<file path="src/rtl/bf_bus_bridge.sv">
// bf_bus_bridge
// Bridges a single-request core interface onto a narrow beat-serial bus.
// A transaction is sent as an op beat, then the address beats, then the write
// data beats for write-type ops. The bridge then waits for the external agent.
// Reads collect DATA_BEATS inbound beats. Writes complete on the first op_done.
// Either kind also completes when the wait times out.
//
// Ports
//   clock, reset       sole clock; asynchronous active-high reset
//   enable             global advance; low freezes every register
//   req_valid/ready    core request handshake
//   req_op/addr/wdata  request op code (bit0 = write-type), address, write data
//   rsp_valid          one-cycle response pulse
//   rsp_rdata          read data (zero for writes and timeouts)
//   rsp_error          response caused by a timeout
//   bus_out            outbound bus beat
//   bus_in, op_done    inbound beat and agent beat/completion strobe
//   bus_phase          current state encoding
//   busy               high when not in IDLE
//
// state | meaning
// IDLE  | ready for a request
// OP    | op code beat on bus_out
// ADDR  | address beats, MSB beat first
// DATA  | write data beats, MSB beat first
// WAIT  | waiting for agent beats / completion, timeout running
// RESP  | rsp_valid pulse, then back to IDLE
module bf_bus_bridge #(
    parameter int ADDR_WIDTH = 15,
    parameter int DATA_WIDTH = 8,
    parameter int BUS_WIDTH  = 8,
    parameter int TIMEOUT    = 64
) (
    input  logic                  clock,
    input  logic                  reset,
    input  logic                  enable,
    input  logic                  req_valid,
    output logic                  req_ready,
    input  logic [2:0]            req_op,
    input  logic [ADDR_WIDTH-1:0] req_addr,
    input  logic [DATA_WIDTH-1:0] req_wdata,
    output logic                  rsp_valid,
    output logic [DATA_WIDTH-1:0] rsp_rdata,
    output logic                  rsp_error,
    output logic [BUS_WIDTH-1:0]  bus_out,
    input  logic [BUS_WIDTH-1:0]  bus_in,
    input  logic                  op_done,
    output logic [2:0]            bus_phase,
    output logic                  busy
);

    localparam int ADDR_BEATS = (ADDR_WIDTH + BUS_WIDTH - 1) / BUS_WIDTH;
    localparam int DATA_BEATS = (DATA_WIDTH + BUS_WIDTH - 1) / BUS_WIDTH;
    localparam int ADDR_PAD   = ADDR_BEATS * BUS_WIDTH;
    localparam int DATA_PAD   = DATA_BEATS * BUS_WIDTH;
    localparam int MAX_BEATS  = (ADDR_BEATS > DATA_BEATS) ? ADDR_BEATS : DATA_BEATS;
    localparam int BCW        = (MAX_BEATS > 1) ? $clog2(MAX_BEATS) : 1;
    localparam int TCW        = (TIMEOUT > 0) ? $clog2(TIMEOUT + 1) : 1;

    typedef enum logic [2:0] {
        S_IDLE = 3'd0,
        S_OP   = 3'd1,
        S_ADDR = 3'd2,
        S_DATA = 3'd3,
        S_WAIT = 3'd4,
        S_RESP = 3'd5
    } state_t;

    state_t                state;
    state_t                state_nxt;
    logic [2:0]            op_q;
    logic [ADDR_PAD-1:0]   addr_q;
    logic [DATA_PAD-1:0]   wdata_q;
    logic [DATA_PAD-1:0]   rd_sh;
    logic [DATA_PAD-1:0]   rd_sh_nxt;
    logic [DATA_PAD+BUS_WIDTH-1:0] rd_cat;
    logic [BCW-1:0]        beat_cnt;
    logic [TCW-1:0]        tmo_cnt;
    logic [TCW-1:0]        tmo_inc;
    logic                  tmo_hit;
    logic                  accept;

    // Beat counter runs down, so its value directly indexes the beat to drive
    // and the MSB beat goes out first.
    assign accept    = req_valid && (req_op != 3'd0);
    assign rd_cat    = {rd_sh, bus_in};
    assign rd_sh_nxt = rd_cat[DATA_PAD-1:0];
    assign tmo_inc   = tmo_cnt + TCW'(1);
    // Fires on the idle WAIT cycle that would bring the counter to TIMEOUT.
    assign tmo_hit   = (TIMEOUT != 0) && (tmo_inc == TCW'(TIMEOUT));

    assign req_ready = enable && (state == S_IDLE);
    assign rsp_valid = enable && (state == S_RESP);
    assign busy      = (state != S_IDLE);
    assign bus_phase = state;

    always_ff @(posedge clock or posedge reset) begin
        if (reset) begin
            state <= S_IDLE;
        end else if (enable) begin
            state <= state_nxt;
        end
    end

    always_comb begin
        state_nxt = state;
        bus_out   = '0;
        case (state)
            S_IDLE: begin
                if (accept) state_nxt = S_OP;
            end
            S_OP: begin
                bus_out   = BUS_WIDTH'(op_q);
                state_nxt = S_ADDR;
            end
            S_ADDR: begin
                bus_out = addr_q[int'(beat_cnt)*BUS_WIDTH +: BUS_WIDTH];
                if (beat_cnt == '0) state_nxt = op_q[0] ? S_DATA : S_WAIT;
            end
            S_DATA: begin
                bus_out = wdata_q[int'(beat_cnt)*BUS_WIDTH +: BUS_WIDTH];
                if (beat_cnt == '0) state_nxt = S_WAIT;
            end
            S_WAIT: begin
                if (op_done) begin
                    if (op_q[0] || (beat_cnt == '0)) state_nxt = S_RESP;
                end else if (tmo_hit) begin
                    state_nxt = S_RESP;
                end
            end
            S_RESP: begin
                state_nxt = S_IDLE;
            end
            default: begin
                state_nxt = S_IDLE;
            end
        endcase
    end

    always_ff @(posedge clock or posedge reset) begin
        if (reset) begin
            op_q      <= '0;
            addr_q    <= '0;
            wdata_q   <= '0;
            rd_sh     <= '0;
            beat_cnt  <= '0;
            tmo_cnt   <= '0;
            rsp_rdata <= '0;
            rsp_error <= 1'b0;
        end else if (enable) begin
            case (state)
                S_IDLE: begin
                    if (accept) begin
                        op_q    <= req_op;
                        addr_q  <= ADDR_PAD'(req_addr);
                        wdata_q <= DATA_PAD'(req_wdata);
                    end
                end
                S_OP: begin
                    beat_cnt <= BCW'(ADDR_BEATS - 1);
                end
                S_ADDR: begin
                    if (beat_cnt == '0) begin
                        // Reload for the data beats (writes) or the read beats
                        // to collect (reads); both are DATA_BEATS long.
                        beat_cnt <= BCW'(DATA_BEATS - 1);
                        tmo_cnt  <= '0;
                        rd_sh    <= '0;
                    end else begin
                        beat_cnt <= beat_cnt - BCW'(1);
                    end
                end
                S_DATA: begin
                    if (beat_cnt == '0) begin
                        tmo_cnt <= '0;
                    end else begin
                        beat_cnt <= beat_cnt - BCW'(1);
                    end
                end
                S_WAIT: begin
                    if (op_done) begin
                        tmo_cnt <= '0;
                        if (op_q[0]) begin
                            rsp_rdata <= '0;
                            rsp_error <= 1'b0;
                        end else begin
                            rd_sh <= rd_sh_nxt;
                            if (beat_cnt == '0) begin
                                rsp_rdata <= rd_sh_nxt[DATA_WIDTH-1:0];
                                rsp_error <= 1'b0;
                            end else begin
                                beat_cnt <= beat_cnt - BCW'(1);
                            end
                        end
                    end else if (tmo_hit) begin
                        rsp_rdata <= '0;
                        rsp_error <= 1'b1;
                    end else begin
                        tmo_cnt <= tmo_inc;
                    end
                end
                default: begin
                end
            endcase
        end
    end

endmodule

</file>
<file path="config.mk">
export PLATFORM = sky130hd
export DESIGN_NAME = bf_bus_bridge
export DESIGN_NICKNAME = d
export VERILOG_FILES = /design/src/rtl/bf_bus_bridge.sv
export SDC_FILE = /design/constraint.sdc
export NUM_CORES = 1
export LEC_CHECK = 0
export ABC_AREA = 0
export CORE_ASPECT_RATIO = 2
export CORE_MARGIN = 1.5
export CORE_UTILIZATION = 43
export CTS_CLUSTER_SIZE = 12
export DETAILED_ROUTE_END_ITERATION = 8
export PLACE_DENSITY = 0.75
export SETUP_SLACK_MARGIN = 0.4
export SYNTH_ARGS = -nofsm -noshare
export SYNTH_HDL_FRONTEND = slang
export SYNTH_SLANG_ARGS = --single-unit
export TNS_END_PERCENT = 1
</file>
<file path="constraint.sdc">
create_clock -name clock -period 2 [get_ports clock]
set_clock_uncertainty 0.15 [all_clocks]
set_input_delay 0.4 -clock clock [delete_from_list [all_inputs] [get_ports clock]]
set_output_delay 0.4 -clock clock [all_outputs]
set_load 0.01 [all_outputs]
</file>
==> results of run 1 <==
## cells in the mapped netlist (all sizes together) (2+ instances only)
master	n
nand3	5
o211ai	3
nand2b	3
nor2	19
nand2	13
buf	8
and2	2
a21oi	11
inv	4
clkbuf	2
a211oi	3
or4	2
dfrtp	46
o31ai	2
a22oi	3
or3	2
o22ai	3
mux2i	8
o21ai	8
mux2	27
nor3b	2
nor3	4
a22o	10
## path summary, 6_finish.rpt
kind | from | endpoint | slack [ns] | depth (start not counted)
setup / recovery | beat_cnt$_DFFE_PP0P_ | bus_out[2] | -0.13 | 7
hold / removal | reset | rsp_rdata[5]$_DFFE_PP0P_ | 0.23 | 2
setup reg to reg | tmo_cnt[1]$_DFFE_PP0P_ | tmo_cnt[0]$_DFFE_PP0P_ | -0.03 | 7
hold reg to reg | rsp_rdata[7]$_DFFE_PP0P_ | rsp_rdata[7]$_DFFE_PP0P_ | 0.35 | 1
max in group asynchronous | reset | bus_phase[1]$_DFFE_PP0P_ | 0.97 | 3
min in group clock | rsp_rdata[7]$_DFFE_PP0P_ | rsp_rdata[7]$_DFFE_PP0P_ | 0.35 | 1
## cells by family after synthesis
group | share of synthesized area (%)
flip-flops | 50.1
AO/OA/AOI/OAI | 15.9
multiplexers | 16.7
AND/OR/NAND/NOR | 13.3
adder cells (fa/ha/maj) | 0.544
buffers and inverters | 3.05
XOR/XNOR | 0.381
## stage by stage
stage          instance area [um^2]  total power, W
2_1_floorplan                  2310         0.00270
3_3_place_gp                   3270         0.00370
3_5_place_dp                   3270         0.00376
4_1_cts                        3550         0.00485
5_1_grt                        3670         0.00540
6_report                       3670         0.00513
## registers in the layout, summed over array words and instances, names as in the netlist
register / cells
op_q: 3
bus_phase: 3
tmo_cnt: 7
addr_q: 15
rsp_rdata: 8
beat_cnt: 1
rsp_error: 1
wdata_q: 8
## cell usage in the layout (no fill, tap or decap), drive strengths merged, types with 3 or more instances in the layout
cell type      netlist  routed
dlymetal6s2s         0      10
nand2               13      13
o211ai               3       3
clkdlybuf4s50        0      33
a22oi                3       3
dfrtp               46      46
mux2i                8       8
o21ai                8       8
o22ai                3       3
a21oi               11      11
dlygate4sd2          0       4
nor2                19      19
nor3                 4       4
mux2                27      27
clkbuf               2       5
buf                  8      64
nand3                5       5
inv                  4       4
nand2b               3       3
a22o                10      10
a211oi               3       3
## per-layer routing
metal,vias up,part of all wire [%]
met4,0,2.4
met2,60,58
met5,-,0
li1,967,-
met1,1050,35
met3,13,3.8
## report_power, final
| part | internal, W | switching [W] |
|---|---|---|
| clock network | 0.000501 | 0.000327 |
| registers | 0.00133 | 0.000316 |
| logic | 0.00154 | 0.00111 |
## area by class of cell
type	instances	area [um^2]
Inverter	4	15.0
Clock inverter	3	68.8
Sequential cell	46	1160
Timing Repair Buffer	111	1040
Fill cell	349	1460
Clock buffer	5	68.8
Tap cell	58	72.6
Multi-Input combinational cell	146	1260
## timing repair
| action | 4_1_cts | 5_1_grt |
|---|---|---|
| gates resized for setup | 98 | 37 |
| endpoints found under the setup margin | 66 | 67 |
| pin swaps | 15 | 12 |
| setup buffers | 8 | 0 |
==> flow_metrics.env, run 1 <==
export IMPL_place_gp_congestion=0.842
export IMPL_seq_area_frac_synth_pct=50.1
export IMPL_clockBufferDepth=2
export IMPL_grtUsageMet3_pct=3.93
export IMPL_ys_warn_count=0
export IMPL_synth_edff_count=0
export IMPL_cp_max_fo=4
export IMPL_design_core_area_um2=5140
export IMPL_synth_distinct_cells=48
export IMPL_dieArea_um2=5820
export IMPL_avgRoutedWirePerCell_um=17.6
export IMPL_final_cells=373
export IMPL_outcome="finished with violations"
export IMPL_final_util_pct=71.5
export IMPL_clkSlewWorstSetupHoldPaths_ns=0.09
export IMPL_grt_use_total_pct=23.6
export IMPL_start_util_pct=44.7
export IMPL_synth_area_top_cells="dfrtp_1 (50%), mux2_2 (11%), a22o_1 (3.8%), mux2i_1 (3.5%), nor2_1 (3.1%)"
export IMPL_drv_slew=0
export IMPL_area_delta_synth_final_pct=59.9
export IMPL_layout_nets=354
export IMPL_place_ws_ns=-0.403
export IMPL_maxCapViolations=0
export IMPL_met2_usage_pct=44.3
export IMPL_drtIter0Drc=56
export IMPL_ant_nets=0
export IMPL_min_period_ns=2.13
export IMPL_fin_hold_ws_ns=0.231
export IMPL_required_ns=1.45
export IMPL_cts_tree="done"
export IMPL_tns_ns=-0.490
export IMPL_grt_max_degree=33
export IMPL_die_w_um=54.7
export IMPL_use_met1_pct=23.9
export IMPL_worst_path_max_delay_cell="dfrtp_2"
export IMPL_syn_inst=206
export IMPL_worst_slack_ns=-0.133
export IMPL_grt_ovfl_total=0
export IMPL_antenna_cells=0
export IMPL_die_h_um=106
export IMPL_crit_family="flip-flops"
export IMPL_startpoint_type="register"
export IMPL_grt_antenna_before_repair=0
export IMPL_cts_max_level=2
export IMPL_routed_via_density=5.60
export IMPL_layout_drive_gt1_share_pct=41.0
export IMPL_power_density_nw_per_um2=1400
export IMPL_critPathKind="register to output pin"
export IMPL_hp_class="input port to async pin"
export IMPL_cp_cell_sequence="buf_4, nor2b_4, nand2_1, o21ai_2, a22oi_2, nor2_1, buf_2"
export IMPL_hpwl_um=4480
export IMPL_ir_drop_mv=1.01
export IMPL_firstDrtPassIters=4
export IMPL_synth_top_area_share_pct=50.1
export IMPL_avgSynthCellArea_um2=11.2
export IMPL_finalHoldViolCount=0
export IMPL_portBuffers=61
export IMPL_route_detailed_drc=0
export IMPL_vias=2090
export IMPL_synth_flop_cell="dfrtp_1"
export IMPL_grt_pass1_wl_um=9990
export IMPL_period_share_pct=107
export IMPL_rows=37
export IMPL_ioPinCount=62
export IMPL_rsz0062_at_grt="yes"
export IMPL_fmax_mhz=469
export IMPL_worstPathArrival_ns=1.58
export IMPL_maxSlewHeadroom_pct=66.2
export IMPL_routed_wl_um=6550
export IMPL_cts_buffers_inserted=5
export IMPL_worst_slew_pin_slew_ns=0.504
export IMPL_synth_fp_nets=246
export IMPL_slowest_delay_ns=0.45
export IMPL_grt_pass1_vias=2198
export IMPL_cts_root_buf="clkbuf_8"
export IMPL_path_buf_inv=2
export IMPL_clkSinkCount=46
export IMPL_grt_most_used_layer="met2"
export IMPL_finalSetupViolations=9
export IMPL_yosysTopAreaCell="dfrtp_1"
export IMPL_ctsHoldBuffers=0
export IMPL_failed_checks="negative setup slack"
export IMPL_clk_latency_ns=0.30
export IMPL_leakagePower_nw=1.84
export IMPL_critPathCaptureType="output pin"
export IMPL_ys_seq_elements=46
export IMPL_syn_area_um2=2300
export IMPL_async_reset_ff_share_pct=100
export IMPL_placed_cells=357
No activity file was read; power rests on OpenSTA's default activity.
==> inputs of run 2 (changes only) <==
--- a/config.mk
+++ b/config.mk
@@ -6,12 +6,13 @@
 export NUM_CORES = 1
 export LEC_CHECK = 0
 export ABC_AREA = 0
+export CAP_MARGIN = 20
 export CORE_ASPECT_RATIO = 2
 export CORE_MARGIN = 1.5
-export CORE_UTILIZATION = 43
+export CORE_UTILIZATION = 41
 export CTS_CLUSTER_SIZE = 12
 export DETAILED_ROUTE_END_ITERATION = 8
-export PLACE_DENSITY = 0.75
+export PLACE_DENSITY = 0.72
 export SETUP_SLACK_MARGIN = 0.4
 export SYNTH_ARGS = -nofsm -noshare
 export SYNTH_HDL_FRONTEND = slang
==> flow_metrics.env, run 2 (synthesis gave the netlist of run 1 again) <==
export IMPL_cp_max_fo=6
export IMPL_start_util_pct=42.4
export IMPL_ctsHoldBuffers=0
export IMPL_worst_slew_pin_slew_ns=0.651
export IMPL_layout_drive_gt1_share_pct=39.7
export IMPL_cts_max_level=2
export IMPL_grt_pass1_wl_um=9990
export IMPL_route_detailed_drc=0
export IMPL_vias=2009
export IMPL_p_seq_share_pct=34.2
export IMPL_required_ns=1.45
export IMPL_clkSinkCount=46
export IMPL_failed_checks="negative setup slack"
export IMPL_min_period_ns=2.06
export IMPL_finalSetupViolations=11
export IMPL_routed_wl_um=5940
export IMPL_cts_tree="done"
export IMPL_clk_latency_ns=0.31
export IMPL_antenna_cells=0
export IMPL_drv_slew=0
export IMPL_clockBufferDepth=2
export IMPL_hpwl_um=4240
export IMPL_maxCapViolations=0
export IMPL_outcome="finished with violations"
export IMPL_switching_share_pct=34.8
export IMPL_worstPathArrival_ns=1.51
export IMPL_cts_buffers_inserted=5
export IMPL_internal_power_w=0.00302
export IMPL_leakagePower_nw=1.73
export IMPL_fillers=442
export IMPL_fmax_mhz=485
export IMPL_p_comb_share_pct=53.6
export IMPL_drtIter0Drc=81
export IMPL_grt_use_total_pct=20.8
export IMPL_design_core_area_um2=5420
export IMPL_rsz0062_at_grt="yes"
export IMPL_place_gp_congestion=0.839
export IMPL_dieArea_um2=6090
export IMPL_firstDrtPassIters=4
export IMPL_tns_ns=-0.423
export IMPL_finalHoldViolCount=0
export IMPL_p_total_w=0.00464
export IMPL_portBuffers=61
export IMPL_grt_ovfl_total=0
export IMPL_grt_max_degree=47
export IMPL_largest_reg_flops=15
export IMPL_routed_via_density=5.40
export IMPL_worst_slack_ns=-0.0623
export IMPL_avgRoutedWirePerCell_um=16.0
export IMPL_rows=38
export IMPL_grt_pass1_vias=2194
export IMPL_die_w_um=55.9
export IMPL_layout_nets=351
export IMPL_critPathKind="register to output pin"
export IMPL_critPathCaptureType="output pin"
export IMPL_maxSlewHeadroom_pct=56.1
export IMPL_place_ws_ns=-0.355
export IMPL_dpl_cell_area_um2=3290
export IMPL_clkSlewWorstSetupHoldPaths_ns=0.09
export IMPL_switchingPower_w=0.00161
export IMPL_ant_nets=0
export IMPL_die_h_um=109
export IMPL_mostFrequentLayoutCell="dfrtp_1"
export IMPL_ioPinCount=62
export IMPL_area_delta_synth_final_pct=57.2
export IMPL_power_density_nw_per_um2=1280
export IMPL_cts_root_buf="clkbuf_8"
export IMPL_startpoint_type="register"
export IMPL_reg_top3="addr_q (15), rsp_rdata (8), wdata_q (8)"
export IMPL_clkPwrFrac_pct=12.2
export IMPL_grt_antenna_before_repair=0
export IMPL_most_common_layout_cells="dfrtp_1 (43), clkdlybuf4s50_1 (36), buf_4 (31)"
export IMPL_period_share_pct=103
export IMPL_top_register="addr_q"
export IMPL_fin_area_um2=3610
export IMPL_ir_drop_mv=0.862
export IMPL_hp_class="input port to async pin"
-- run 2: power groups by stage --
| stage | clock, W | combinational [W] | sequential [W] |
|---|---|---|---|
| 2_1_floorplan | 0 | 0.00114 | 0.00156 |
| 3_5_place_dp | 0 | 0.00217 | 0.00159 |
| 4_1_cts | 0.000577 | 0.00244 | 0.00158 |
| 3_3_place_gp | 0 | 0.00214 | 0.00158 |
| 6_report | 0.000564 | 0.00249 | 0.00159 |
| 5_1_grt | 0.000609 | 0.00269 | 0.00163 |
-- run 2: path summary, 6_finish.rpt --
kind	start	end	slack, ns	cells past startpoint
setup reg to reg	tmo_cnt[1]$_DFFE_PP0P_	tmo_cnt[0]$_DFFE_PP0P_	-0.04	7
hold reg to reg	rsp_rdata[3]$_DFFE_PP0P_	rsp_rdata[3]$_DFFE_PP0P_	0.35	1
setup / recovery	beat_cnt$_DFFE_PP0P_	bus_out[4]	-0.06	7
hold / removal	reset	addr_q[0]$_DFFE_PP0P_	0.29	3
max in group asynchronous	reset	tmo_cnt[3]$_DFFE_PP0P_	1.17	3
min in group clock	rsp_rdata[3]$_DFFE_PP0P_	rsp_rdata[3]$_DFFE_PP0P_	0.35	1
-- run 2: layer usage --
metal	up-vias	global-route usage, %	wire length (um)	share of wire, %
met5	-	0	0	0
met4	0	7.82	130	2.2
met3	9	3.91	224	3.8
met2	48	38.8	3280	55
met1	986	23.1	2300	39
li1	966	-	-	-
-- run 2: layout make-up --
class                      instances  area (um^2)  share of cell area (%)
multi-input combinational        146         1290                    35.7
sequential                        46         1150                    32.0
timing repair buffer             108          988                    27.4
tap                               60         75.1                    2.08
clock buffer                       5         68.8                    1.90
clock inverter                     3         21.3                   0.589
inverter                           4         15.0                   0.416
-- run 2: what timing repair did --
item                                   CTS  global route
pin swaps                               20             9
endpoints found under the hold margin    0             0
cloned                                   0             0
setup buffers                            4             0
resized for setup                      122            15
setup endpoints to repair               66            57
-- run 2: worst max-delay path, stage by stage, from the launching register on --
cell	delay [ns]
dfrtp_2	0.43
buf_6	0.13
buf_6	0.13
mux2i_1	0.16
nor2_1	0.06
a21oi_1	0.11
nor2_1	0.06
buf_2	0.13
-- run 2: metrics by stage --
| stage | hold WS [ns] | cells | utilization [%] |
|---|---|---|---|
| final | 0.289 | 372 | 66.7 |
| after global routing | 0.313 | 372 | 66.7 |
| after CTS | 0.308 | 372 | 66.0 |
| after detailed placement | 0.331 | 360 | 60.8 |
| after global placement | 0.323 | 360 | 60.8 |
| after floorplan | 0.314 | 206 | - |
